## config.mk

```make
export PLATFORM = sky130hd
export DESIGN_NAME = cdb_arbiter
export DESIGN_NICKNAME = d
export VERILOG_FILES = /design/src/rtl/cdb_pkg.sv /design/src/rtl/rr_priority_picker.sv /design/src/rtl/cdb_arbiter.sv
export SDC_FILE = /design/constraint.sdc
export NUM_CORES = 1
export LEC_CHECK = 0
export ABC_AREA = 1
export CAP_MARGIN = 20
export CORE_MARGIN = 1
export CORE_UTILIZATION = 25
export CTS_CLUSTER_SIZE = 40
export DETAILED_ROUTE_END_ITERATION = 8
export SYNTH_ARGS = -nofsm -noshare
export SYNTH_HDL_FRONTEND = slang
export SYNTH_SLANG_ARGS = --single-unit
```

## constraint.sdc

```tcl
create_clock -name clock -period 3.45 [get_ports clock]
set_clock_uncertainty 0.15 [all_clocks]
set_input_delay 0.69 -clock clock [delete_from_list [all_inputs] [get_ports clock]]
set_output_delay 0.69 -clock clock [all_outputs]
set_load 0.05 [all_outputs]
```

## src/rtl/cdb_pkg.sv

```systemverilog
// Shared constants for the common-data-bus arbiter: unit indices,
// FSM state encoding and width helpers used to size owner/counter fields.
package cdb_pkg;

  // Requester slots on the CDB
  localparam int UNIT_ADD   = 0;
  localparam int UNIT_MUL   = 1;
  localparam int UNIT_LOAD  = 2;
  localparam int UNIT_SPARE = 3;

  // Arbiter FSM encoding
  localparam logic [1:0] IDLE  = 2'b00;
  localparam logic [1:0] GRANT = 2'b01;
  localparam logic [1:0] GAP   = 2'b10;

  // Width of an index selecting one of n units (at least one bit)
  function automatic int owner_width(input int n);
    return (n <= 2) ? 1 : $clog2(n);
  endfunction

  // Width of a down-counter that must hold values up to max_value
  function automatic int count_width(input int max_value);
    return (max_value <= 1) ? 1 : $clog2(max_value + 1);
  endfunction

endpackage

```

## src/rtl/rr_priority_picker.sv

```systemverilog
// Combinational round-robin picker: rotates the request vector so the
// pointer slot sits at bit 0, priority-encodes the lowest set bit, then
// maps the rotated position back to an absolute unit index.
module rr_priority_picker
  import cdb_pkg::*;
#(
  parameter int NUM_UNITS = 4,
  parameter int OWNER_W   = owner_width(NUM_UNITS)
) (
  input  logic [NUM_UNITS-1:0] req,
  input  logic [OWNER_W-1:0]   ptr,
  output logic                 valid,
  output logic [OWNER_W-1:0]   winner
);

  localparam logic [OWNER_W:0] NUM_EXT = (OWNER_W + 1)'(NUM_UNITS);

  logic [NUM_UNITS-1:0] rotated;
  logic [OWNER_W-1:0]   offset;
  logic                 found;
  logic [OWNER_W:0]     raw_sum;
  logic [OWNER_W:0]     wrapped_sum;

  // Rotate requests right by the pointer so the search always starts at bit 0
  always_comb begin
    rotated = NUM_UNITS'({req, req} >> ptr);
  end

  // Lowest set bit of the rotated vector is the distance from the pointer
  always_comb begin
    found  = 1'b0;
    offset = '0;
    for (int i = 0; i < NUM_UNITS; i++) begin
      if (!found && rotated[i]) begin
        found  = 1'b1;
        offset = OWNER_W'(i);
      end
    end
  end

  // Undo the rotation: winner = (offset + ptr) mod NUM_UNITS
  always_comb begin
    raw_sum     = {1'b0, offset} + {1'b0, ptr};
    wrapped_sum = raw_sum;
    if (raw_sum >= NUM_EXT) begin
      wrapped_sum = raw_sum - NUM_EXT;
    end
    winner = wrapped_sum[OWNER_W-1:0];
    valid  = |req;
  end

endmodule

```

## src/rtl/cdb_arbiter.sv

```systemverilog
// CDB arbiter: grants one functional unit the bus at a time, holds the
// grant for HOLD_CYCLES so every listener can sample it, then forces a
// turnaround gap (and always at least one idle cycle) before the next grant.
module cdb_arbiter
  import cdb_pkg::*;
#(
  parameter int NUM_UNITS   = 4,
  parameter int HOLD_CYCLES = 2,
  parameter int GAP_CYCLES  = 1,
  localparam int OWNER_W    = owner_width(NUM_UNITS)
) (
  input  logic                 clock,
  input  logic                 reset_n,
  input  logic [NUM_UNITS-1:0] rts,
  output logic [NUM_UNITS-1:0] xmit,
  output logic                 cdb_busy,
  output logic [OWNER_W-1:0]   cdb_owner,
  output logic                 early_release
);

  localparam int HOLD_W = count_width(HOLD_CYCLES);
  localparam int GAP_W  = count_width(GAP_CYCLES);

  localparam logic [HOLD_W-1:0]  HOLD_LOAD   = HOLD_W'(HOLD_CYCLES - 1);
  localparam logic [GAP_W-1:0]   GAP_LOAD    = GAP_W'((GAP_CYCLES > 0) ? GAP_CYCLES - 1 : 0);
  localparam logic [OWNER_W-1:0] LAST_UNIT   = OWNER_W'(NUM_UNITS - 1);
  localparam logic [1:0]         AFTER_GRANT = (GAP_CYCLES == 0) ? IDLE : GAP;

  // Illegal parameter values stop elaboration
  if (NUM_UNITS < 2) begin : g_bad_units
    $error("cdb_arbiter: NUM_UNITS must be at least 2");
  end
  if (HOLD_CYCLES < 1 || HOLD_CYCLES > 15) begin : g_bad_hold
    $error("cdb_arbiter: HOLD_CYCLES must be in 1..15");
  end
  if (GAP_CYCLES < 0 || GAP_CYCLES > 7) begin : g_bad_gap
    $error("cdb_arbiter: GAP_CYCLES must be in 0..7");
  end

  logic [1:0]         state;
  logic [HOLD_W-1:0]  hold_cnt;
  logic [GAP_W-1:0]   gap_cnt;
  logic [OWNER_W-1:0] ptr;
  logic [OWNER_W-1:0] owner;
  logic               pick_valid;
  logic [OWNER_W-1:0] pick_winner;
  logic               owner_rts;

  rr_priority_picker #(
    .NUM_UNITS (NUM_UNITS),
    .OWNER_W   (OWNER_W)
  ) u_picker (
    .req    (rts),
    .ptr    (ptr),
    .valid  (pick_valid),
    .winner (pick_winner)
  );

  assign owner_rts = rts[owner];

  // FSM, hold/gap counters, round-robin pointer and early-release pulse
  always_ff @(posedge clock or negedge reset_n) begin
    if (!reset_n) begin
      state         <= IDLE;
      hold_cnt      <= '0;
      gap_cnt       <= '0;
      ptr           <= '0;
      owner         <= '0;
      early_release <= 1'b0;
    end else begin
      early_release <= 1'b0;
      case (state)
        IDLE: begin
          if (pick_valid) begin
            state    <= GRANT;
            owner    <= pick_winner;
            hold_cnt <= HOLD_LOAD;
            ptr      <= (pick_winner == LAST_UNIT) ? '0 : pick_winner + 1'b1;
          end
        end
        GRANT: begin
          if (!owner_rts) begin
            early_release <= 1'b1;
            state         <= AFTER_GRANT;
            gap_cnt       <= GAP_LOAD;
          end else if (hold_cnt == '0) begin
            state   <= AFTER_GRANT;
            gap_cnt <= GAP_LOAD;
          end else begin
            hold_cnt <= hold_cnt - 1'b1;
          end
        end
        GAP: begin
          if (gap_cnt == '0) begin
            state <= IDLE;
          end else begin
            gap_cnt <= gap_cnt - 1'b1;
          end
        end
        default: begin
          state <= IDLE;
        end
      endcase
    end
  end

  // Grant is decoded from state so it is one-hot by construction and drops with reset
  always_comb begin
    xmit = '0;
    for (int i = 0; i < NUM_UNITS; i++) begin
      xmit[i] = (state == GRANT) && (owner == OWNER_W'(i));
    end
  end

  assign cdb_busy  = (state != IDLE);
  assign cdb_owner = owner;

endmodule
```

==> impl_summary.log, run 1 <==
[metrics] met2 layer usage reported by global route: 0.1733
[metrics] final number of hold-violating endpoints: 0
[metrics] pin count of the biggest net entering global routing: 10
[metrics] launch point of the worst path: state[1]$_DFFE_PN0P_
[metrics] number of distinct library cells after synthesis: 20
[metrics] number of hold buffers added after CTS: 0
[metrics] worst setup path endpoint: xmit[1]
[metrics] XOR/XNOR share of the synthesized area: 0.01474
[metrics] first drt pass iteration count: 4
[metrics] CTS tree: built
[metrics] antenna violations before repair: 0
[metrics] overall die area: 2576 µm²
[metrics] RePlAce Congestion: 0.7515
[metrics] share of synthesized area occupied by flip-flops and latches: 0.3789
[metrics] worst hold path type: flip-flop to flip-flop
[metrics] clock-pin slew of the registers on the worst-case setup and hold paths: 0.06 ns
[metrics] Vias: 609
[metrics] maximum level of the CTS H-tree: 1
[metrics] number of pins exceeding their max-slew limit in the final report: 0
[metrics] Tcrit/Tclk final: 0.7968
[metrics] combined area of the multi-input logic cells: 316.6 µm²
[metrics] post-CTS setup buffer count: 0
[metrics] gr busiest metal: met2
[metrics] maximum root-to-sink buffer count: 2
[metrics] area taken by flip-flops and latches: 225.2 µm²
[metrics] run status: completed
[metrics] global-route wire length before repair: 2.201 mm
[metrics] Clock Sink Count: 9
[metrics] number of warnings issued by yosys: 0
[metrics] Area growth, synth to finish: 32.21%
[metrics] number of DRC markers in iteration 0: 8
[metrics] total routing resource utilization after global routing: 0.1131
[metrics] Post-Synth Simple-Gate Area: 0.4021
[metrics] normalized max-slew margin: 0.6596
[metrics] number of storage elements in the synthesis netlist: 9
[metrics] cell with the largest stage delay on the worst path: sky130_fd_sc_hd__clkdlybuf4s50_1
[metrics] vias in the first global route: 555
[metrics] count of nets after finishing: 110
[metrics] CTS Root Cell: sky130_fd_sc_hd__clkbuf_4
[metrics] Antenna Violating Nets Remaining: 0
[metrics] DRT Wirelength: 1.357 mm
[metrics] Resized Gates After CTS: 0
[metrics] Cell Area, Synth: 594.3 µm²
[metrics] total of buffers placed on input and output ports: 13
[metrics] unrepaired setup endpoints after global routing: false
[metrics] Post-Place Cells: 125
[metrics] slew of the pin with the lowest slew margin: 0.5091 ns
[metrics] global routing met3 resource utilization: 0.03030
[metrics] post-synthesis mux area share: 0
[metrics] DIE WIDTH: 50.76 µm
[metrics] number of antenna cells inserted: 0
[metrics] upper clock frequency limit: 363.8 MHz
[metrics] setup slack of the worst register-to-register path: 1.42 ns
[metrics] capture point of the worst reg-to-reg path: ptr[1]$_DFFE_PN0P_
[metrics] starting density of the core: 0.2661
[metrics] number of buffers added by the clock tree synthesis step: 3
[metrics] number of remaining DRC errors: 0
[metrics] Std-Cell Core Area: 2233 µm²
[metrics] compound-cell area share of the yosys netlist: 0.07368
[metrics] final worst path period need: 2.749 ns
[metrics] crit path launch type: flip-flop
[metrics] Final Instance Count excl. Fillers: 129
[metrics] total negative slack: 0 ns
[metrics] combinational family with the most area after synthesis: simple AND/OR/NAND/NOR gates
[metrics] kind of end point of the critical path: primary output
[metrics] post-synthesis adder-cell area fraction: 0.04211
[metrics] worst-path cell chain: nor2_1, inv_1, nor3_1, clkdlybuf4s50_1
[metrics] Crit Path Class: flip-flop to primary output
[metrics] I/O pin total: 14
[metrics] proportion of layout cells with a drive suffix above 1: 0.1089
[metrics] GR Layer Usage met1: 0.1507
[metrics] vias per cell: 4.721
[metrics] FF-to-FF path depth: 13
[metrics] worst endpoint data arrival time: 1.91 ns
[metrics] Setup violations, final: 0
[metrics] net count of the mapped netlist: 92
[metrics] Worst Path Max Fanout: 6
[metrics] floorplan die height: 50.76 µm
[metrics] latest clock arrival within the worst-skew pair: 0.25 ns
[metrics] origin of the critical flop-to-flop path: ptr[0]$_DFFE_PN0P_
[metrics] standard-cell row count: 17
[metrics] Congestion Overflow GR: 0
[metrics] Synth Instances: 84
[metrics] Filler Cell Count: 241
[metrics] largest incremental delay on the critical path: 0.84 ns
[metrics] average routed wire per standard cell: 10.52 µm
[metrics] number of max-cap violations: 0
[metrics] Worst Path Required: 2.61 ns
[metrics] Detailed Place HPWL: 1.066 mm
[metrics] per-instance average area after synthesis: 7.075 µm²
-- flip-flops by register name (all words and copies together) (netlist names) --
name           cells
early_release      1
state              2
ptr                2
hold_cnt           2
cdb_owner          2
-- critical path, delay by kind of cell, from the launching register on --
kind / cells / cell delay (ns)
buffers and inverters: 2 / 0.97
DFF: 1 / 0.39
and+or+nand+nor: 2 / 0.30
-- area by class of cell --
cell class / count / area share
Multi-Input combinational cell: 61 / 0.4029
Sequential cell: 9 / 0.2866
Inverter: 14 / 0.06688
Tap cell: 28 / 0.04459
Clock buffer: 4 / 0.03344
Timing Repair Buffer: 13 / 0.1656
-- how the worst min path moves through the flow --
stage,start,to,slack [ns],cells after the start
2_1_floorplan,reset_n,cdb_owner[0]$_DFFE_PN0P_,0.24,0
3_3_place_gp,state[1]$_DFFE_PN0P_,state[1]$_DFFE_PN0P_,0.30,1
3_5_place_dp,state[1]$_DFFE_PN0P_,state[1]$_DFFE_PN0P_,0.31,1
4_1_cts,state[1]$_DFFE_PN0P_,state[1]$_DFFE_PN0P_,0.32,1
5_1_grt,state[1]$_DFFE_PN0P_,state[1]$_DFFE_PN0P_,0.35,1
6_report,state[1]$_DFFE_PN0P_,state[1]$_DFFE_PN0P_,0.32,1
-- through the flow --
stage                     hold slack, ns  utilization  setup WS, ns  instance area (µm²)
after floorplan                   0.2444            -        0.6428                594.3
final                             0.3178       0.3518        0.7009                785.8
after global routing              0.3550       0.3518        0.5978                785.8
after CTS                         0.3159       0.3518        0.6973                785.8
after detailed placement          0.3056       0.3401        0.7312                759.5
after global placement            0.2977       0.3401        0.7774                759.5
-- cell usage after synthesis, drive strengths merged --
library cell  instances  share of area
nand2                21           0.15
nand3                15           0.13
inv                  13          0.082
dfrtp                 9           0.38
nor2                  6          0.038
o21ai                 5          0.042
nor3                  4          0.034
ha                    2          0.042
nand4                 2          0.021
a21boi                1          0.013
a21oi                 1         0.0084
clkinv                1         0.0063
nand3b                1          0.013
nor3b                 1          0.013
o22ai                 1          0.011
xnor2                 1          0.015
-- metal layers --
metal / share of wire / vias to the layer above
met3: 0.064 / 0
met1: 0.49 / 273
met4: 0 / 0
li1: - / 312
met5: 0 / -
met2: 0.45 / 24
-- kinds of logic (layout without fill, tap and decap cells) --
family / after synthesis / count (layout)
buffers and inverters: 14 / 31
XOR/XNOR: 1 / 1
adder cells (fa/ha/maj): 2 / 2
AND/OR/NAND/NOR: 50 / 50
AO/OA/AOI/OAI: 8 / 8
flip-flops: 9 / 9
-- placed cells by master (no fill, tap or decap), drive strengths merged --
master,netlist,layout
clkbuf,0,4
clkinv,1,1
nand3,15,15
xnor2,1,1
inv,13,13
nand4,2,2
nor2,6,6
nor3b,1,1
nand2,21,21
a21oi,1,1
nor3,4,4
o22ai,1,1
o21ai,5,5
nand3b,1,1
a21boi,1,1
ha,2,2
dfrtp,9,9
clkdlybuf4s50,0,13
Power of run 1 is left out: the tool's default activity adds up to more than one toggle a clock period on the data nets, which glitch-free logic cannot reach.
==> run 2, diff against run 1 <==
clock period = 2.7 ns   (was 3.45 ns; I/O delays follow)
==> run 2 against run 1 <==
Net effect:
- clock-buffer cell count unchanged
- sequential cell count unchanged
- global-route usage is essentially flat
- non-clock buffer count stayed put
- utilization up 0.45 points
==> impl_summary.log, run 2 (synthesis gave the netlist of run 1 again) <==
[metrics] largest incremental delay on the critical path: 0.47 ns (-0.37 ns)
[metrics] Peak supply drop: 0.0005453 V
[metrics] floorplan die height: 50.76 µm (unchanged)
[metrics] number of max-cap violations: 0 (unchanged)
[metrics] vias per cell: 4.612 (-2.3%)
[metrics] count of nets after finishing: 110 (unchanged)
[metrics] capture point of the worst reg-to-reg path: ptr[1]$_DFFE_PN0P_
[metrics] maximum root-to-sink buffer count: 2 (unchanged)
[metrics] global-route wire length before repair: 2.152 mm (-2.2%)
[metrics] Worst Path Max Fanout: 4 (-2)
[metrics] most prevalent standard cell on the critical path: sky130_fd_sc_hd__nand2_1
[metrics] total routing resource utilization after global routing: 0.1127 (-0.0004897)
[metrics] RePlAce Congestion: 0.7081 (-5.8%)
[metrics] cell with the largest stage delay on the worst path: sky130_fd_sc_hd__clkdlybuf4s50_1
[metrics] post-CTS setup buffer count: 0 (unchanged)
[metrics] Min-Delay Path Depth: 1 (unchanged)
[metrics] CTS tree: built
[metrics] first drt pass iteration count: 4 (unchanged)
[metrics] Detailed Place HPWL: 998.2 µm (-6.4%)
[metrics] average routed wire per standard cell: 9.798 µm (-6.9%)
[metrics] DIE WIDTH: 50.76 µm (unchanged)
[metrics] setup slack of the worst register-to-register path: 0.69 ns (-0.73 ns)
[metrics] standard-cell row count: 17 (unchanged)
[metrics] clock-pin slew of the registers on the worst-case setup and hold paths: 0.06 ns (about the same)
[metrics] buffers and inverters on the worst path: 2 (unchanged)
[metrics] proportion of layout cells with a drive suffix above 1: 0.1089 (unchanged)
[metrics] number of remaining DRC errors: 0 (unchanged)
[metrics] number of antenna cells inserted: 0 (unchanged)
[metrics] Congestion Overflow GR: 0 (unchanged)
[metrics] latest clock arrival within the worst-skew pair: 0.26 ns (about the same)
[metrics] Crit Path Class: primary input to flip-flop
[metrics] final worst path period need: 2.263 ns
[metrics] Area growth, synth to finish: 33.89%
[metrics] unrepaired setup endpoints after global routing: false
[metrics] kind of end point of the critical path: flip-flop
[metrics] most frequent standard cell in the layout excluding fill and tap cells: sky130_fd_sc_hd__nand2_1
[metrics] Std-Cell Core Area: 2233 µm² (unchanged)
[metrics] worst endpoint data arrival time: 2.27 ns (+0.36 ns)
[metrics] starting density of the core: 0.2661 (unchanged)
[metrics] FF-to-FF path depth: 13 (unchanged)
[metrics] leakage power figure: 0.0004405 µW
[metrics] vias in the first global route: 504 (-9.2%)
[metrics] crit path launch type: primary input
[metrics] pin count of the biggest net entering global routing: 10 (unchanged)
[metrics] maximum level of the CTS H-tree: 1 (unchanged)
[metrics] Setup violations, final: 0 (unchanged)
[metrics] overall die area: 2576 µm² (unchanged)
[metrics] proportion of power drawn by flip-flops and latches: 0.234
[metrics] normalized max-slew margin: 0.6631 (+0.003496)
[metrics] relative contribution of the clock network to total power: 0.093
[metrics] slew of the pin with the lowest slew margin: 0.5046 ns (-0.004474 ns)
[metrics] net switching power figure: 604.7 µW
[metrics] upper clock frequency limit: 441.9 MHz
[metrics] CTS Root Cell: sky130_fd_sc_hd__clkbuf_4
[metrics] DRT Wirelength: 1.264 mm (-6.9%)
[metrics] crit path setup slack, layout: 0.4373 ns (-0.2636 ns)
[metrics] number of DRC markers in iteration 0: 13 (+5)
[metrics] combinational group share of total power: 0.673
[metrics] number of pins exceeding their max-slew limit in the final report: 0 (unchanged)
[metrics] Clock Sink Count: 9 (unchanged)
[metrics] Min-Delay Startpoint: state[1]$_DFFE_PN0P_
[metrics] areal power density over the cells: 1409 nW/µm²
[metrics] origin of the critical flop-to-flop path: ptr[0]$_DFFE_PN0P_
[metrics] worst-path cell chain: clkdlybuf4s50_1, nand2_1, nand3_1, nand2_1, nand3_1, a21boi_0, ha_1, xnor2_1, inv_1, nand3_1, nand3_2, nand2_1, nand2_1
[metrics] Antenna Violating Nets Remaining: 0 (unchanged)
[metrics] total of buffers placed on input and output ports: 13 (unchanged)
[metrics] antenna violations before repair: 0 (unchanged)
[metrics] final number of hold-violating endpoints: 0 (unchanged)
[metrics] run status: completed
[metrics] post-placement worst setup slack: 0.1625 ns (-0.5687 ns)
[metrics] most used cells in the layout excluding fill and tap cells: 17 x sky130_fd_sc_hd__nand2_1, 14 x sky130_fd_sc_hd__nand3_1, 10 x sky130_fd_sc_hd__inv_1
[metrics] Worst path top cell family by delay: simple AND/OR/NAND/NOR gates
[metrics] Worst Path Required: 2.71 ns (+0.10 ns)
[metrics] internal power: 516.9 µW
[metrics] I/O pin total: 14 (unchanged)
[metrics] sw frac: 0.5391
[metrics] worst hold path type: flip-flop to flip-flop
[metrics] Hold Path Sink: state[1]$_DFFE_PN0P_
[metrics] number of buffers added by the clock tree synthesis step: 3 (unchanged)
[metrics] Tcrit/Tclk final: 0.8380
[metrics] total negative slack: 0 ns (unchanged)
[metrics] Vias: 595 (-2.3%)
## run 2: cell count changes in the layout (fill, tap and decap cells not counted), sizes merged
cell and delta:
dlymetal6s2s +4, clkdlybuf4s50 -4
## run 2: repair_timing
item	in CTS	in global routing
resized for setup	0	4
setup endpoints to repair	0	4
hold buffers	0	0
## run 2: area by class of cell
type                            count  area, µm²
Fill cell                         237       1438
Multi-Input combinational cell     61      316.6
Sequential cell                     9      225.2
Timing Repair Buffer               13      140.1
Inverter                           14      52.55
Tap cell                           28      35.03
Clock buffer                        4      26.28
## run 2: power groups by stage
stage / clock network, µW / registers [µW] / logic (µW)
2_1_floorplan: 0 / 323 / 512
3_3_place_gp: 0 / 264 / 748
3_5_place_dp: 0 / 264 / 760
4_1_cts: 109 / 262 / 764
5_1_grt: 118 / 275 / 841
6_report: 104 / 263 / 755
## run 2: metal layers
layer | vias to the layer above | wire length [µm] | GRT usage
li1 | 309 | - | -
met1 | 271 | 633 | 0.1550
met2 | 12 | 573 | 0.1556
met3 | 3 | 38 | 0.03636
met4 | 0 | 19 | 0.05556
met5 | - | 0 | 0
## run 2: worst max path at each step
stage | slack, ns | cells past startpoint | startpoint | to
5_1_grt | 0.25 | 13 | rts[0] | ptr[1]$_DFFE_PN0P_
3_3_place_gp | 0.17 | 13 | rts[3] | ptr[1]$_DFFE_PN0P_
2_1_floorplan | 0.04 | 2 | cdb_owner[1]$_DFFE_PN0P_ | xmit[2]
3_5_place_dp | 0.16 | 13 | rts[3] | ptr[1]$_DFFE_PN0P_
6_report | 0.44 | 13 | rts[0] | ptr[1]$_DFFE_PN0P_
4_1_cts | 0.11 | 4 | state[1]$_DFFE_PN0P_ | xmit[3]
## run 2: worst reg2reg max path, cell delays in order (launching register included)
cell	delay, ns
sky130_fd_sc_hd__dfrtp_1	0.43
sky130_fd_sc_hd__inv_2	0.09
sky130_fd_sc_hd__nand2_1	0.09
sky130_fd_sc_hd__nand3_1	0.07
sky130_fd_sc_hd__nand2_1	0.10
sky130_fd_sc_hd__nand3_1	0.06
sky130_fd_sc_hd__a21boi_0	0.17
sky130_fd_sc_hd__ha_1	0.19
sky130_fd_sc_hd__xnor2_1	0.15
sky130_fd_sc_hd__inv_1	0.06
sky130_fd_sc_hd__nand3_1	0.12
sky130_fd_sc_hd__nand3_2	0.10
sky130_fd_sc_hd__nand2_1	0.07
sky130_fd_sc_hd__nand2_1	0.04
## run 2: metrics by stage
step	std cells	utilization	hold slack (ns)	cell area [µm²]	total power, µW
finish	129	0.3563	0.3093	795.8	1122
CTS	129	0.3518	0.3112	785.8	1135
global route	129	0.3563	0.3370	795.8	1233
global placement	125	0.3401	0.2958	759.5	1012
floorplan	84	-	0.09441	594.3	834.8
detailed placement	125	0.3401	0.3039	759.5	1024
No activity file was read; power rests on OpenSTA's default activity.
==> run 3, diff against run 2 <==
clock period = 2.1 ns   (was 2.7 ns; I/O delays follow)
==> run 3 against run 2 <==
Net effect:
- die area did not move
- setup slack got worse by 0.28 ns
- routed wire length rose by 5.5%
- non-clock buffer count rose by 8
- sequential power rose by 33%
- register-to-register slack got worse by 0.50 ns
- final area rose by 18%
- sequential share of layout area fell by 4.1 points
- sequential cell count did not move
- utilization rose by 6.3 points
==> impl_summary.log, run 3 (synthesis gave the netlist of run 1 again) <==
[metrics] run status: completed
[metrics] normalized max-slew margin: 0.6731 (+0.01008)
[metrics] Setup violations, final: 0 (unchanged)
[metrics] crit path launch type: flip-flop
[metrics] leakage power figure: 0.0004831 µW (+9.7%)
[metrics] number of max-cap violations: 0 (unchanged)
[metrics] CTS tree: built
[metrics] first drt pass iteration count: 4 (unchanged)
[metrics] average routed wire per standard cell: 9.737 µm (-0.62%)
[metrics] I/O pin total: 14 (unchanged)
[metrics] Antenna Violating Nets Remaining: 0 (unchanged)
[metrics] FF-to-FF path depth: 12 (-1)
[metrics] kind of end point of the critical path: primary output
[metrics] Area growth, synth to finish: 57.47%
[metrics] antenna violations before repair: 0 (unchanged)
[metrics] worst-path cell chain: clkdlybuf4s50_1
[metrics] pin count of the biggest net entering global routing: 10 (unchanged)
[metrics] post-route cell area: 935.9 µm² (+18%)
[metrics] number of hold buffers added after CTS: 0 (unchanged)
[metrics] Cell Area, Placed: 873.3 µm² (+15%)
[metrics] number of antenna cells inserted: 0 (unchanged)
[metrics] Post-Place Cells: 132 (+5.6%)
[metrics] latest clock arrival within the worst-skew pair: 0.26 ns (about the same)
[metrics] DIE WIDTH: 50.76 µm (unchanged)
[metrics] standard-cell row count: 17 (unchanged)
[metrics] number of buffers added by the clock tree synthesis step: 3 (unchanged)
[metrics] CP Depth: 1 (-12)
[metrics] Detailed Place HPWL: 1.060 mm (+6.2%)
[metrics] slew of the pin with the lowest slew margin: 0.4888 ns (-0.01583 ns)
[metrics] Std-Cell Core Area: 2233 µm² (unchanged)
[metrics] Vias: 640 (+7.6%)
[metrics] count of nets after finishing: 118 (+7.3%)
[metrics] Congestion Overflow GR: 0 (unchanged)
[metrics] Filler Cell Count: 234 (-1.3%)
[metrics] Final Instance Count excl. Fillers: 137 (+6.2%)
[metrics] launch point of the worst path: early_release$_DFF_PN0_
[metrics] CTS Root Cell: sky130_fd_sc_hd__clkbuf_4
[metrics] starting density of the core: 0.2661 (unchanged)
[metrics] Crit Path Class: flip-flop to primary output
[metrics] maximum level of the CTS H-tree: 1 (unchanged)
[metrics] number of remaining DRC errors: 0 (unchanged)
[metrics] areal power density over the cells: 1793 nW/µm² (+27%)
[metrics] upper clock frequency limit: 514.9 MHz
[metrics] buffers and inverters on the worst path: 1 (-1)
[metrics] Clock Sink Count: 9 (unchanged)
[metrics] vias in the first global route: 558 (+11%)
[metrics] vias per cell: 4.672 (+1.3%)
[metrics] number of DRC markers in iteration 0: 12 (-1)
[metrics] global-route wire length before repair: 2.366 mm (+9.9%)
[metrics] number of pins exceeding their max-slew limit in the final report: 0 (unchanged)
[metrics] Final Core Density: 0.4190 (+0.06275)
[metrics] origin of the critical flop-to-flop path: ptr[1]$_DFFE_PN0P_
[metrics] RePlAce Congestion: 0.7818 (+10%)
[metrics] Worst path top cell family by delay: buffers and inverters
[metrics] combined area of the multi-input logic cells: 360.3 µm² (+14%)
[metrics] largest incremental delay on the critical path: 0.79 ns (+0.32 ns)
[metrics] area taken by flip-flops and latches: 226.5 µm² (+0.56%)
[metrics] maximum root-to-sink buffer count: 2 (unchanged)
[metrics] post-placement worst setup slack: -0.2704 ns (-0.4330 ns)
[metrics] most used cells in the layout excluding fill and tap cells: 17 x sky130_fd_sc_hd__nand2_1, 13 x sky130_fd_sc_hd__nand3_1, 10 x sky130_fd_sc_hd__inv_1, 10 x sky130_fd_sc_hd__buf_4, 8 x sky130_fd_sc_hd__dfrtp_1
[metrics] proportion of layout cells with a drive suffix above 1: 0.3211 (+0.2122)
[metrics] clock-pin slew of the registers on the worst-case setup and hold paths: 0.07 ns (about the same)
[metrics] Peak supply drop: 0.0008944 V (+64%)
[metrics] overall die area: 2576 µm² (unchanged)
[metrics] cell with the largest stage delay on the worst path: sky130_fd_sc_hd__clkdlybuf4s50_1
[metrics] crit path setup slack, layout: 0.1580 ns (-0.2793 ns)
[metrics] total routing resource utilization after global routing: 0.1213 (+0.008630)
[metrics] DRT Wirelength: 1.334 mm (+5.5%)
[metrics] Worst Path Max Fanout: 1 (-3)
[metrics] final worst path period need: 1.942 ns
[metrics] worst endpoint data arrival time: 1.37 ns (-0.90 ns)
[metrics] Worst Path Required: 1.53 ns (-1.18 ns)
[metrics] floorplan die height: 50.76 µm (unchanged)
[metrics] total of buffers placed on input and output ports: 13 (unchanged)
[metrics] worst hold path type: primary input to asynchronous set/reset pin
[metrics] Tcrit/Tclk final: 0.9248
[metrics] final number of hold-violating endpoints: 0 (unchanged)
[metrics] most frequent standard cell in the layout excluding fill and tap cells: sky130_fd_sc_hd__nand2_1
run 3: cell types whose count changed in the layout (fill, tap and decap cells not counted), sizes merged:
cell / before / now
buf: 0 / 14
clkdlybuf4s50: 9 / 2
clkbuf: 4 / 3
clkinv: 1 / 2
dlygate4sd2: 0 / 1
run 3: final timing paths:
check / slack (ns) / end
worst max register to register: 0.19 / ptr[1]$_DFFE_PN0P_
worst min register to register: 0.30 / state[1]$_DFFE_PN0P_
worst min-delay path: 0.30 / hold_cnt[1]$_DFFE_PN0P_
min in group clock: 0.30 / state[1]$_DFFE_PN0P_
worst max-delay path: 0.16 / early_release
max in group asynchronous: 1.19 / ptr[0]$_DFFE_PN0P_
run 3: per-stage QoR:
stage,hold slack (ns),total power [µW],TNS (ns)
6_report,0.2996,1678,0
5_1_grt,0.3127,1850,-0.01651
4_1_cts,0.3040,1628,0
3_5_place_dp,0.2945,1488,-0.5830
3_3_place_gp,0.2942,1468,-0.5192
2_1_floorplan,-0.02559,1111,-0.1281
run 3: repair_timing:
action                     CTS  global route
setup endpoints to repair    2             3
pin swaps                    0             4
buffers inserted             0             1
hold endpoints to repair     0             0
gates resized for setup      3             8
gates cloned                 0             0
run 3: routing by layer:
metal	wire, µm	track usage	part of all wire	vias up
met4	12	0.05556	0.0090	0
li1	-	-	-	327
met2	629	0.1778	0.47	16
met1	608	0.1633	0.46	295
met5	0	0	0	-
met3	83	0.03333	0.062	2
run 3: power by group:
group	internal, µW	leakage (µW)	switching (µW)
clock	70.1	0.0000177	60.5
combinational	475	0.000355	722
sequential	261	0.000110	89.5
total	806	0.000483	872
run 3: layout make-up:
type                            count  share of cell area
Clock buffer                        3             0.02406
Clock inverter                      1            0.005348
Inverter                           14             0.05615
Multi-Input combinational cell     61              0.3850
Sequential cell                     9              0.2420
Tap cell                           28             0.03743
Timing Repair Buffer               21              0.2500
